===== src/rtl/mem_arbiter_if.sv =====
// Requester-side and memory-side signals of the two-requester memory arbiter.
// The arbiter connects through the slave modport; the environment uses master.
interface mem_arbiter_if;
    logic       req0, req1, we0, we1;
    logic [7:0] addr0, addr1, wdata0, wdata1;
    logic       ack0, ack1, err0, err1;
    logic [7:0] rdata0, rdata1;
    logic       mem_ce, mem_rden, mem_wren;
    logic [7:0] mem_addr, mem_wr_data, mem_rd_data;
    logic       mem_ready, busy, grant_id;

    modport slave (
        input  req0, req1, we0, we1, addr0, addr1, wdata0, wdata1,
        input  mem_rd_data, mem_ready,
        output ack0, ack1, err0, err1, rdata0, rdata1,
        output mem_ce, mem_rden, mem_wren, mem_addr, mem_wr_data,
        output busy, grant_id
    );

    modport master (
        output req0, req1, we0, we1, addr0, addr1, wdata0, wdata1,
        output mem_rd_data, mem_ready,
        input  ack0, ack1, err0, err1, rdata0, rdata1,
        input  mem_ce, mem_rden, mem_wren, mem_addr, mem_wr_data,
        input  busy, grant_id
    );
endinterface


===== src/rtl/mem_arbiter.sv =====
// Round-robin arbiter giving two requesters single-access use of one memory,
// with a bounded wait on mem_ready that completes with an error flag.
module mem_arbiter #(
    parameter int unsigned TIMEOUT = 8
) (
    input logic          clk,
    input logic          rst_n,
    mem_arbiter_if.slave bus
);
    typedef enum logic [1:0] {
        IDLE   = 2'd0,
        ACCESS = 2'd1,
        RESP   = 2'd2
    } state_e;

    localparam logic [3:0] LAST_WAIT = 4'(TIMEOUT - 1);

    state_e     state_q, state_d;
    logic [3:0] cnt_q, cnt_d;
    logic       last_grant_q, last_grant_d;
    logic       grant_id_q, grant_id_d;
    logic       busy_q, busy_d;
    logic       mem_ce_q, mem_ce_d;
    logic       mem_rden_q, mem_rden_d;
    logic       mem_wren_q, mem_wren_d;
    logic [7:0] mem_addr_q, mem_addr_d;
    logic [7:0] mem_wr_data_q, mem_wr_data_d;
    logic       ack0_q, ack0_d, ack1_q, ack1_d;
    logic       err0_q, err0_d, err1_q, err1_d;
    logic [7:0] rdata0_q, rdata0_d, rdata1_q, rdata1_d;

    logic       sel_s, sel_we_s, timeout_s;
    logic [7:0] sel_addr_s, sel_wdata_s, done_data_s;

    // With both requesting, the one not served last wins; a lone requester wins outright.
    assign sel_s       = (bus.req0 && bus.req1) ? ~last_grant_q : bus.req1;
    assign sel_we_s    = sel_s ? bus.we1    : bus.we0;
    assign sel_addr_s  = sel_s ? bus.addr1  : bus.addr0;
    assign sel_wdata_s = sel_s ? bus.wdata1 : bus.wdata0;
    assign timeout_s   = !bus.mem_ready && (cnt_q == LAST_WAIT);
    assign done_data_s = (bus.mem_ready && mem_rden_q) ? bus.mem_rd_data : 8'h00;

    // Next-state and next-output computation for the IDLE/ACCESS/RESP sequence.
    always_comb begin
        state_d       = state_q;
        cnt_d         = cnt_q;
        last_grant_d  = last_grant_q;
        grant_id_d    = grant_id_q;
        busy_d        = busy_q;
        mem_ce_d      = mem_ce_q;
        mem_rden_d    = mem_rden_q;
        mem_wren_d    = mem_wren_q;
        mem_addr_d    = mem_addr_q;
        mem_wr_data_d = mem_wr_data_q;
        ack0_d        = 1'b0;
        ack1_d        = 1'b0;
        err0_d        = 1'b0;
        err1_d        = 1'b0;
        rdata0_d      = 8'h00;
        rdata1_d      = 8'h00;
        case (state_q)
            IDLE: begin
                if (bus.req0 || bus.req1) begin
                    grant_id_d    = sel_s;
                    last_grant_d  = sel_s;
                    busy_d        = 1'b1;
                    mem_ce_d      = 1'b1;
                    mem_rden_d    = ~sel_we_s;
                    mem_wren_d    = sel_we_s;
                    mem_addr_d    = sel_addr_s;
                    mem_wr_data_d = sel_wdata_s;
                    cnt_d         = 4'd0;
                    state_d       = ACCESS;
                end else begin
                    state_d = IDLE;
                end
            end
            ACCESS: begin
                if (bus.mem_ready || timeout_s) begin
                    mem_ce_d   = 1'b0;
                    mem_rden_d = 1'b0;
                    mem_wren_d = 1'b0;
                    ack0_d     = ~grant_id_q;
                    ack1_d     = grant_id_q;
                    err0_d     = timeout_s & ~grant_id_q;
                    err1_d     = timeout_s & grant_id_q;
                    rdata0_d   = grant_id_q ? 8'h00 : done_data_s;
                    rdata1_d   = grant_id_q ? done_data_s : 8'h00;
                    state_d    = RESP;
                end else begin
                    cnt_d = cnt_q + 4'd1;
                end
            end
            RESP: begin
                busy_d  = 1'b0;
                state_d = IDLE;
            end
            default: begin
                busy_d     = 1'b0;
                mem_ce_d   = 1'b0;
                mem_rden_d = 1'b0;
                mem_wren_d = 1'b0;
                state_d    = IDLE;
            end
        endcase
    end

    // State and output registers; reset abandons any transaction without an ack.
    always_ff @(posedge clk) begin
        if (!rst_n) begin
            state_q       <= IDLE;
            cnt_q         <= 4'd0;
            last_grant_q  <= 1'b1;
            grant_id_q    <= 1'b0;
            busy_q        <= 1'b0;
            mem_ce_q      <= 1'b0;
            mem_rden_q    <= 1'b0;
            mem_wren_q    <= 1'b0;
            mem_addr_q    <= 8'h00;
            mem_wr_data_q <= 8'h00;
            ack0_q        <= 1'b0;
            ack1_q        <= 1'b0;
            err0_q        <= 1'b0;
            err1_q        <= 1'b0;
            rdata0_q      <= 8'h00;
            rdata1_q      <= 8'h00;
        end else begin
            state_q       <= state_d;
            cnt_q         <= cnt_d;
            last_grant_q  <= last_grant_d;
            grant_id_q    <= grant_id_d;
            busy_q        <= busy_d;
            mem_ce_q      <= mem_ce_d;
            mem_rden_q    <= mem_rden_d;
            mem_wren_q    <= mem_wren_d;
            mem_addr_q    <= mem_addr_d;
            mem_wr_data_q <= mem_wr_data_d;
            ack0_q        <= ack0_d;
            ack1_q        <= ack1_d;
            err0_q        <= err0_d;
            err1_q        <= err1_d;
            rdata0_q      <= rdata0_d;
            rdata1_q      <= rdata1_d;
        end
    end

    assign bus.ack0        = ack0_q;
    assign bus.ack1        = ack1_q;
    assign bus.err0        = err0_q;
    assign bus.err1        = err1_q;
    assign bus.rdata0      = rdata0_q;
    assign bus.rdata1      = rdata1_q;
    assign bus.mem_ce      = mem_ce_q;
    assign bus.mem_rden    = mem_rden_q;
    assign bus.mem_wren    = mem_wren_q;
    assign bus.mem_addr    = mem_addr_q;
    assign bus.mem_wr_data = mem_wr_data_q;
    assign bus.busy        = busy_q;
    assign bus.grant_id    = grant_id_q;
endmodule


===== src/flat_wrapper.sv =====
// flat-port wrapper written by rule: the top's interface ports become plain ports
module mem_arbiter_flat 
#(
    parameter int unsigned TIMEOUT = 8
)
  (clk, rst_n, bus_req0, bus_req1, bus_we0, bus_we1, bus_addr0, bus_addr1, bus_wdata0, bus_wdata1, bus_mem_rd_data, bus_mem_ready, bus_ack0, bus_ack1, bus_err0, bus_err1, bus_rdata0, bus_rdata1, bus_mem_ce, bus_mem_rden, bus_mem_wren, bus_mem_addr, bus_mem_wr_data, bus_busy, bus_grant_id);
  mem_arbiter_if bus_i ();
  input logic clk;
  input logic rst_n;
  input wire logic [$bits(bus_i.req0)-1:0] bus_req0;
  input wire logic [$bits(bus_i.req1)-1:0] bus_req1;
  input wire logic [$bits(bus_i.we0)-1:0] bus_we0;
  input wire logic [$bits(bus_i.we1)-1:0] bus_we1;
  input wire logic [$bits(bus_i.addr0)-1:0] bus_addr0;
  input wire logic [$bits(bus_i.addr1)-1:0] bus_addr1;
  input wire logic [$bits(bus_i.wdata0)-1:0] bus_wdata0;
  input wire logic [$bits(bus_i.wdata1)-1:0] bus_wdata1;
  input wire logic [$bits(bus_i.mem_rd_data)-1:0] bus_mem_rd_data;
  input wire logic [$bits(bus_i.mem_ready)-1:0] bus_mem_ready;
  output wire logic [$bits(bus_i.ack0)-1:0] bus_ack0;
  output wire logic [$bits(bus_i.ack1)-1:0] bus_ack1;
  output wire logic [$bits(bus_i.err0)-1:0] bus_err0;
  output wire logic [$bits(bus_i.err1)-1:0] bus_err1;
  output wire logic [$bits(bus_i.rdata0)-1:0] bus_rdata0;
  output wire logic [$bits(bus_i.rdata1)-1:0] bus_rdata1;
  output wire logic [$bits(bus_i.mem_ce)-1:0] bus_mem_ce;
  output wire logic [$bits(bus_i.mem_rden)-1:0] bus_mem_rden;
  output wire logic [$bits(bus_i.mem_wren)-1:0] bus_mem_wren;
  output wire logic [$bits(bus_i.mem_addr)-1:0] bus_mem_addr;
  output wire logic [$bits(bus_i.mem_wr_data)-1:0] bus_mem_wr_data;
  output wire logic [$bits(bus_i.busy)-1:0] bus_busy;
  output wire logic [$bits(bus_i.grant_id)-1:0] bus_grant_id;
  assign bus_i.req0 = bus_req0;
  assign bus_i.req1 = bus_req1;
  assign bus_i.we0 = bus_we0;
  assign bus_i.we1 = bus_we1;
  assign bus_i.addr0 = bus_addr0;
  assign bus_i.addr1 = bus_addr1;
  assign bus_i.wdata0 = bus_wdata0;
  assign bus_i.wdata1 = bus_wdata1;
  assign bus_i.mem_rd_data = bus_mem_rd_data;
  assign bus_i.mem_ready = bus_mem_ready;
  assign bus_ack0 = bus_i.ack0;
  assign bus_ack1 = bus_i.ack1;
  assign bus_err0 = bus_i.err0;
  assign bus_err1 = bus_i.err1;
  assign bus_rdata0 = bus_i.rdata0;
  assign bus_rdata1 = bus_i.rdata1;
  assign bus_mem_ce = bus_i.mem_ce;
  assign bus_mem_rden = bus_i.mem_rden;
  assign bus_mem_wren = bus_i.mem_wren;
  assign bus_mem_addr = bus_i.mem_addr;
  assign bus_mem_wr_data = bus_i.mem_wr_data;
  assign bus_busy = bus_i.busy;
  assign bus_grant_id = bus_i.grant_id;
  mem_arbiter #(.TIMEOUT(TIMEOUT)) u_core (.clk(clk), .rst_n(rst_n), .bus(bus_i));
endmodule

===== config.mk =====
export PLATFORM = sky130hd
export DESIGN_NAME = mem_arbiter_flat
export DESIGN_NICKNAME = d
export VERILOG_FILES = /design/src/rtl/mem_arbiter_if.sv /design/src/rtl/mem_arbiter.sv /design/src/flat_wrapper.sv
export SDC_FILE = /design/constraint.sdc
export NUM_CORES = 1
export LEC_CHECK = 0
export BUFFER_PORTS_ARGS = -buffer_cell sky130_fd_sc_hd__buf_2
export CAP_MARGIN = 20
export CORE_ASPECT_RATIO = 0.6
export CORE_MARGIN = 2
export CORE_UTILIZATION = 41
export DETAILED_ROUTE_END_ITERATION = 6
export HOLD_SLACK_MARGIN = 0.02
export PLACE_DENSITY = 0.75
export REMOVE_ABC_BUFFERS = 1
export SYNTH_ARGS = -nofsm -noshare
export SYNTH_HDL_FRONTEND = slang
export SYNTH_SLANG_ARGS = --single-unit
export TNS_END_PERCENT = 30

===== constraint.sdc =====
create_clock -name clk -period 1.4 [get_ports clk]
set_input_delay 0.14 -clock clk [delete_from_list [all_inputs] [get_ports clk]]
set_output_delay 0.14 -clock clk [all_outputs]
set_load 0.005 [all_outputs]

==> results of run 1 <==
## kinds of logic after synthesis
group	Yosys count
AOI/OAI and AO/OA	48
xor gates and xnor gates	1
adders and majority gates	1
buffers and inverters	12
DFF	48
muxes	17
and+or+nand+nor	63
## state kept, by name (all words and copies together) (netlist names), 2 cells and up
| signal | cells |
|---|---|
| u_core.bus.mem_addr | 8 |
| u_core.bus.mem_wr_data | 8 |
| u_core.bus.rdata0 | 8 |
| u_core.bus.rdata1 | 8 |
| u_core.cnt_q | 4 |
| u_core.state_q | 2 |
## power by group through the flow
stage	registers (mW)	clock network (mW)	logic [mW]
2_1_floorplan	1.53	0	0.193
3_3_place_gp	1.52	0	0.423
3_5_place_dp	1.52	0	0.430
4_1_cts	1.49	0.949	0.436
5_1_grt	1.50	1.01	0.493
6_report	1.49	0.926	0.438
## Yosys cell counts (2+ instances only)
cell      instances
a21oi_1          19
mux2i_1          16
nand3b_1          2
nand3_1           3
o21ai_0          21
buf_6             2
nand2_1          19
nor2b_1           2
inv_1             2
dfxtp_1          48
buf_2             3
nor2_1           23
nor3_1            2
and2_1            3
clkbuf_1          3
## worst max path at each step
stage                               end  cells after the start
floorplan           u_core.bus.mem_wren                      4
global placement        u_core.cnt_q[3]                      5
detailed placement      u_core.cnt_q[3]                      5
CTS                     u_core.cnt_q[3]                      5
global route          u_core.state_q[0]                      5
finish                u_core.state_q[0]                      5
## through the flow
stage | power (mW) | cell area (µm²) | setup TNS, ps | util
global route | 3.01 | 2490 | -132 | 0.598
floorplan | 1.72 | 1750 | -3040 | -
CTS | 2.87 | 2470 | 0 | 0.592
global placement | 1.94 | 2340 | 0 | 0.562
finish | 2.85 | 2490 | 0 | 0.598
detailed placement | 1.95 | 2340 | -60.7 | 0.562
## what timing repair did
action | 4_1_cts | 5_1_grt
resized for setup | 7 | 5
setup endpoints to repair | 5 | 7
cloned | 0 | 0
pin swaps | 3 | 5
setup buffers | 1 | 1
endpoints found under the hold margin | 0 | 0
## final cells by class
cell class,instances,area (µm²),area share
multi-input cells,130,805,0.323
inverters,2,7.51,0.00301
well taps,60,75.1,0.0301
clock inverters,1,30.0,0.0121
flip-flops and latches,48,967,0.388
repair buffers,99,538,0.216
clock buffers,5,68.8,0.0276
## tightest hold or removal path, cell delays in order
cell and delay [ps]:
buf_2 70, nand2_1 50, nor2_1 70
## metal layers
| layer | wire length, µm | share of wire |
|---|---|---|
| met1 | 2040 | 0.50 |
| met2 | 1840 | 0.45 |
| met3 | 189 | 0.046 |
| met4 | 34 | 0.0083 |
| met5 | 0 | 0 |
==> impl_metrics.toml, run 1 <==
[hold_path]
whs_endpoint = "u_core.bus.rdata0[3]"
hold_class = "in -> reg"
hold_depth = 3
min-delay-start = "bus_mem_rd_data[3]"

[clocking]
numCtsBuffers = 5
cts_tree = "built"
path_clk_slew_ps = 80
cts_buffer_depth = 2
cts_htree_levels = 2
cts.hold.buffers_added = 0
cts.root.buffer_cell = "clkbuf_8"
insertion_delay_ps = 290
clock_sinks = 48

[sta]
finalCritPeriodShare = 0.977
fmax_mhz = 731
hold_slack_ps = 77.9
drv_slew = 0
setup-violations-final = 0
fin_crit_ps = 1370
layout_setup_ws_ps = 32.7
fin_skew_ps = 6.18
rsz0062_at_grt = "true"
relSlewSlack = 0.790
hold_viol_final = 0
tightest_slew_ps = 314

[global_routing]
grt_pass1_vias = 1538
grt_overflow_total = 0
grt_max_degree = 24
use_met3 = 0.0463
top_usage_layer = "met2"
grt_use_met1 = 0.249
grt_pass1_wl_um = 6940
grt_usage = 0.177
gr-usage-met2 = 0.262
antenna_found_initial = 0

[pwr]
pwr_density_cell_nw_per_um2 = 1140
swShare = 0.236
power.leakage_nw = 1.17
ir_worst_vdd_v = 0.000504
p_clk_frac = 0.325
p_sw_uw = 674
p_int_mw = 2.18
power_frac_comb = 0.154
seq_power_share = 0.522

[synth]
ys_top_cells_by_area = "dfxtp_1 (53%), mux2i_1 (8.9%), o21ai_0 (5.8%), a21oi_1 (5.3%), nor2_1 (4.8%)"
muxShareOfSynthArea = 0.0951
synth_compound_area_frac = 0.149
synth-edff-count = 0
ys.flop_type = "dfxtp_1"
yosysWarnings = 0
synthXorXnorAreaFrac = 0.00486
synth_top_area_cell = "dfxtp_1"
synth-simple-area-share = 0.175
ys_seq_area_frac = 0.533
syn_area_per_cell_um2 = 9.49
synth_top_family_by_area = "simple AND/OR/NAND/NOR gates"
syn_area_um2 = 1800
syn_inst = 190
ys_types = 37
synthAdderAreaFrac = 0.00694
synth_seq_cells = 48
yosys.area.top_type_share = 0.533
async_flop_share = 0

[layout]
fillCellCount = 379
area_growth_pct = 38.2
final_common_cell = "buf_2"
num_antenna_cells = 0
final_nets = 334
mostFrequentLayoutCells = "buf_2 (87), dfxtp_1 (45), nor2_1 (23)"
stdcell_count = 345
drive_gt1_frac = 0.421

[drt]
antenna_left = 0
num_vias = 1631
drc = 0
post_drt_wl_per_cell_um = 11.9
drtIter0Drc = 65
drtPass1Iterations = 4
viasPerCell = 4.73
wl_um = 4110

[floorplan]
die_h_um = 55.4
die-area_um2 = 4960
pin_count = 88
die_w_um = 89.6
coreArea_um2 = 4170
start_util = 0.433
num_rows = 18

[worst_setup_path]
path_class = "reg -> reg"
crit_fanout = 6
critPathTopFamily = "simple AND/OR/NAND/NOR gates"
cp.arrival_ps = 1610
start_kind = "flip-flop"
ff2ff_setup_slack_ps = 30
reg2reg_depth = 5
reg2reg_to = "u_core.state_q[0]"
crit_path_end_kind = "flip-flop"
worst-path-buf-inv = 0
crit_start = "u_core.cnt_q[1]"
slowest_delay_ps = 360
critical_path_required_ps = 1640
path_cells = "ha_4, and3b_2, nor3b_4, or2_4, and2_1"
cp_slowest_cell = "dfxtp_4"
r2r-start = "u_core.cnt_q[1]"

[placement]
placed_cells = 337
portBuffers = 87
place_ws_ps = -36.3
hpwl_um = 3150
gp_congestion = 0.764

[outcome]
outcome = "completed"

[job]
max_cap_viol_count = 0
No activity file was read; power rests on OpenSTA's default activity.
==> inputs of run 2 (changes only) <==
CORE_MARGIN = 10   (was 2)
==> impl_metrics.toml, run 2 (synthesis results as in run 1) <==
[outcome]
outcome = "completed"

[sta]
tightest_slew_ps = 312
hold_viol_final = 0
rsz0062_at_grt = "true"
relSlewSlack = 0.790
drv_slew = 0
fin_skew_ps = 5.62
layout_setup_ws_ps = 28.3
final.setup.tns_ps = 0
setup-violations-final = 0
finalCritPeriodShare = 0.980
fin_crit_ps = 1370
fmax_mhz = 729

[worst_setup_path]
cp.arrival_ps = 1560
crit_fanout = 6
critical_path_required_ps = 1580
worst-path-buf-inv = 0
ff2ff_setup_slack_ps = 30
path_cells = "ha_4, and3b_2, nor3b_4, or2_4, o21ai_1"
path_class = "reg -> reg"
start_kind = "flip-flop"
critPathTopFamily = "simple AND/OR/NAND/NOR gates"
slowest_delay_ps = 340
cp.depth = 5
reg2reg_depth = 5
reg2reg_to = "u_core.cnt_q[3]"
r2r-start = "u_core.cnt_q[0]"
crit_path_end_kind = "flip-flop"
cp_slowest_cell = "dfxtp_2"

[placement]
place_ws_ps = -30.3
portBuffers = 87
gp_congestion = 0.848
hpwl_um = 3890

[clocking]
path_clk_slew_ps = 90
cts_buffer_depth = 2
cts_tree = "built"
insertion_delay_ps = 300
clock_sinks = 48
numCtsBuffers = 5
cts_htree_levels = 2
cts.root.buffer_cell = "clkbuf_8"

[drt]
post_drt_wl_per_cell_um = 14.3
drtIter0Drc = 58
wl_um = 4980
drc = 0
drtPass1Iterations = 4
viasPerCell = 4.67
num_vias = 1626
antenna_left = 0

[layout]
final_common_cell = "buf_2"
drive_gt1_frac = 0.427
area_growth_pct = 38.6
num_antenna_cells = 0
mostFrequentLayoutCells = "buf_2 (87), dfxtp_1 (44), nor2_1 (22)"
final_nets = 335

[global_routing]
grt_pass1_wl_um = 8030
grt_max_degree = 24
grt_overflow_total = 0
grt_usage = 0.128
grt_pass1_vias = 1617
antenna_found_initial = 0

[hold_path]
hold_depth = 3
hold_class = "in -> reg"
min-delay-start = "bus_mem_rd_data[6]"
whs_endpoint = "u_core.bus.rdata1[6]"

[floorplan]
coreArea_um2 = 4170
die_w_um = 106
num_rows = 18
die_h_um = 71.4
die-area_um2 = 7540
pin_count = 88
start_util = 0.433

[pwr]
power.leakage_nw = 1.18
ir_worst_vdd_v = 0.000500
pwr_density_cell_nw_per_um2 = 1110
power.total_mw = 2.78

[job]
max_cap_viol_count = 0
[run 2: cell count changes in the layout (fill, tap and decap cells not counted), moves of 2 or more]
cell / before / now
o21ai_1: 1 / 3
o21ai_2: 2 / 0
clkinv_2: 0 / 2
dfxtp_2: 2 / 4
[run 2: worst max-delay path by stage]
stage                        startpoint                  end  slack [ps]
floorplan           u_core.last_grant_q  u_core.bus.mem_wren        -320
global placement        u_core.cnt_q[0]      u_core.cnt_q[3]          20
detailed placement      u_core.cnt_q[0]      u_core.cnt_q[3]         -30
CTS                     u_core.cnt_q[0]      u_core.cnt_q[0]           6
global route            u_core.cnt_q[1]      u_core.cnt_q[0]         -50
finish                  u_core.cnt_q[0]      u_core.cnt_q[3]          30
[run 2: timing repair]
| item | CTS | global route |
|---|---|---|
| endpoints found under the setup margin | 4 | 9 |
| endpoints found under the hold margin | 0 | 0 |
| gates resized for setup | 6 | 5 |
| gates cloned | 0 | 0 |
| buffers inserted | 3 | 1 |
| hold buffers | 0 | 0 |
| pin swaps | 3 | 2 |
[run 2: worst reg2reg max path, delay by kind of cell (launching register included)]
family	cells	cell delay, ps
AO/OA/AOI/OAI	1	70
flip-flops	1	340
adder cells (fa/ha/maj)	1	150
AND/OR/NAND/NOR	3	700
[run 2: layer usage]
layer / wire length [µm] / up-vias / GRT usage / share of wire
met1: 2300 / 734 / 0.161 / 0.46
met3: 287 / 4 / 0.0429 / 0.058
met2: 2340 / 37 / 0.201 / 0.47
met5: 0 / - / 0 / 0
li1: - / 851 / - / -
met4: 50 / 0 / 0.0448 / 0.010
[run 2: layout make-up]
class / count / area [µm²]
Clock inverter: 2 / 10.0
Multi-Input combinational cell: 130 / 800
Tap cell: 60 / 75.1
Sequential cell: 48 / 966
Timing Repair Buffer: 100 / 558
Clock buffer: 6 / 82.6
Fill cell: 400 / 1670
Inverter: 2 / 7.51
[run 2: power by group]
group          internal (mW)  total, mW  switching, mW
sequential              1.45       1.49         0.0435
combinational          0.228      0.455          0.227
clock                  0.394      0.837          0.442
total                   2.07       2.78          0.713
[run 2: metrics by stage]
step	std cells	cell area [µm²]	hold WS (ps)	utilization
2_1_floorplan	180	1750	216	-
3_3_place_gp	336	2350	373	0.564
3_5_place_dp	336	2350	380	0.564
4_1_cts	347	2470	66.5	0.593
5_1_grt	348	2500	76.3	0.600
6_report	348	2500	70.3	0.600
==> inputs of run 3 (changes only) <==
BUFFER_PORTS_ARGS = unset   (was -buffer_cell sky130_fd_sc_hd__buf_2)
CORE_UTILIZATION = 45   (was 41)
DONT_BUFFER_PORTS = 1   (was unset)
PLACE_DENSITY = unset   (was 0.75)
SKIP_CTS_REPAIR_TIMING = 1   (was unset)
clock period = 1.45 ns   (was 1.4 ns; I/O delays follow)
==> impl_metrics.toml, run 3 (synthesis results as in run 1) <==
[worst_setup_path]
critical_path_required_ps = 1700
cp.arrival_ps = 1700
r2r-start = "u_core.cnt_q[1]"
crit_fanout = 6
crit_start = "u_core.cnt_q[1]"
reg2reg_depth = 5
crit_path_end_kind = "flip-flop"
start_kind = "flip-flop"
path_class = "reg -> reg"

[pwr]
ir_worst_vdd_v = 0.000574
power.leakage_nw = 0.824
pwr_density_cell_nw_per_um2 = 1240
power.total_mw = 2.74

[layout]
stdcell_count = 261
mostFrequentLayoutCells = "dfxtp_1 (46), nor2_1 (23), o21ai_0 (19), a21oi_1 (19), nand2_1 (19)"
final_nets = 261
final_common_cell = "dfxtp_1"
drive_gt1_frac = 0.145
area_growth_pct = 21.9
num_antenna_cells = 0
utilization = 0.584
register_area_um2 = 968
multiInputGateArea_um2 = 800
fillCellCount = 311
final_area_um2 = 2200

[floorplan]
start_util = 0.479
num_rows = 17
die-area_um2 = 7020
pin_count = 88
die_w_um = 102
die_h_um = 69.0
coreArea_um2 = 3760

[global_routing]
antenna_found_initial = 0
grt_usage = 0.119
grt_overflow_total = 0
grt_max_degree = 29
grt_pass1_wl_um = 6710
grt_pass1_vias = 1240

[placement]
hpwl_um = 3510
dpl_cell_area_um2 = 1850
portBuffers = 0
place_ws_ps = -33.8
placed_cells = 232
gp_congestion = 0.761

[sta]
fin_skew_ps = 5.28
drv_slew = 0
rsz0062_at_grt = "true"
finalCritPeriodShare = 1.00
hold_viol_final = 18
hold_slack_ps = -60.9
tightest_slew_ps = 400
relSlewSlack = 0.732
layout_setup_ws_ps = -2.59
fmax_mhz = 688
setup-violations-final = 1
fin_crit_ps = 1450
final.setup.tns_ps = -2.59

[drt]
drtIter0Drc = 54
viasPerCell = 5.36
drc = 0
post_drt_wl_per_cell_um = 18.2
num_vias = 1400
drtPass1Iterations = 4
antenna_left = 0
wl_um = 4760

[clocking]
path_clk_slew_ps = 90
clock_sinks = 48
cts_htree_levels = 2
cts.root.buffer_cell = "clkbuf_8"
cts_tree = "built"
insertion_delay_ps = 300
cts_buffer_depth = 2
numCtsBuffers = 5

[outcome]
outcome = "finished with violations"
violations = "hold timing, setup timing"

[hold_path]
min-delay-start = "rst_n"
hold_class = "in -> reg"
hold_depth = 1

[job]
max_cap_viol_count = 0
## run 3: cell types whose count changed in the layout (fill, tap and decap cells not counted), moves of 2 or more
cell	change
buf_2	-87
dlygate4sd3_1	+16
dfxtp_2	-4
buf_4	-2
clkinv_2	-2
dfxtp_1	+2
dfxtp_4	+2
## run 3: path summary, 6_finish.rpt
kind                    endpoint  slack (ps)
min          u_core.last_grant_q         -60
min reg2reg      u_core.bus.ack0         490
max reg2reg    u_core.state_q[0]          -3
max            u_core.state_q[0]          -3
## run 3: report_power, final
group          internal (mW)  leakage, nW  total (mW)  switching [mW]
Sequential              1.39        0.394        1.46          0.0708
Clock                  0.519       0.0548       0.963           0.444
Combinational          0.157        0.375       0.308           0.151
## run 3: area by class of cell
type | instances | area share
sequential | 48 | 0.441
multi-input combinational | 130 | 0.364
timing repair buffer | 26 | 0.113
clock buffer | 5 | 0.0313
tap | 47 | 0.0268
clock inverter | 3 | 0.0211
inverter | 2 | 0.00342
## run 3: worst max-delay path, cell delays in order (launching register included)
cell and delay (ps):
dfxtp_4 360, ha_4 160, and3b_2 230, nor3b_4 310, or2_4 210, and2_4 130
## run 3: per-layer routing
metal	global-route usage	share of wire
met5	0	0
met4	0.0469	0.011
met3	0.0685	0.13
met2	0.174	0.45
met1	0.139	0.41
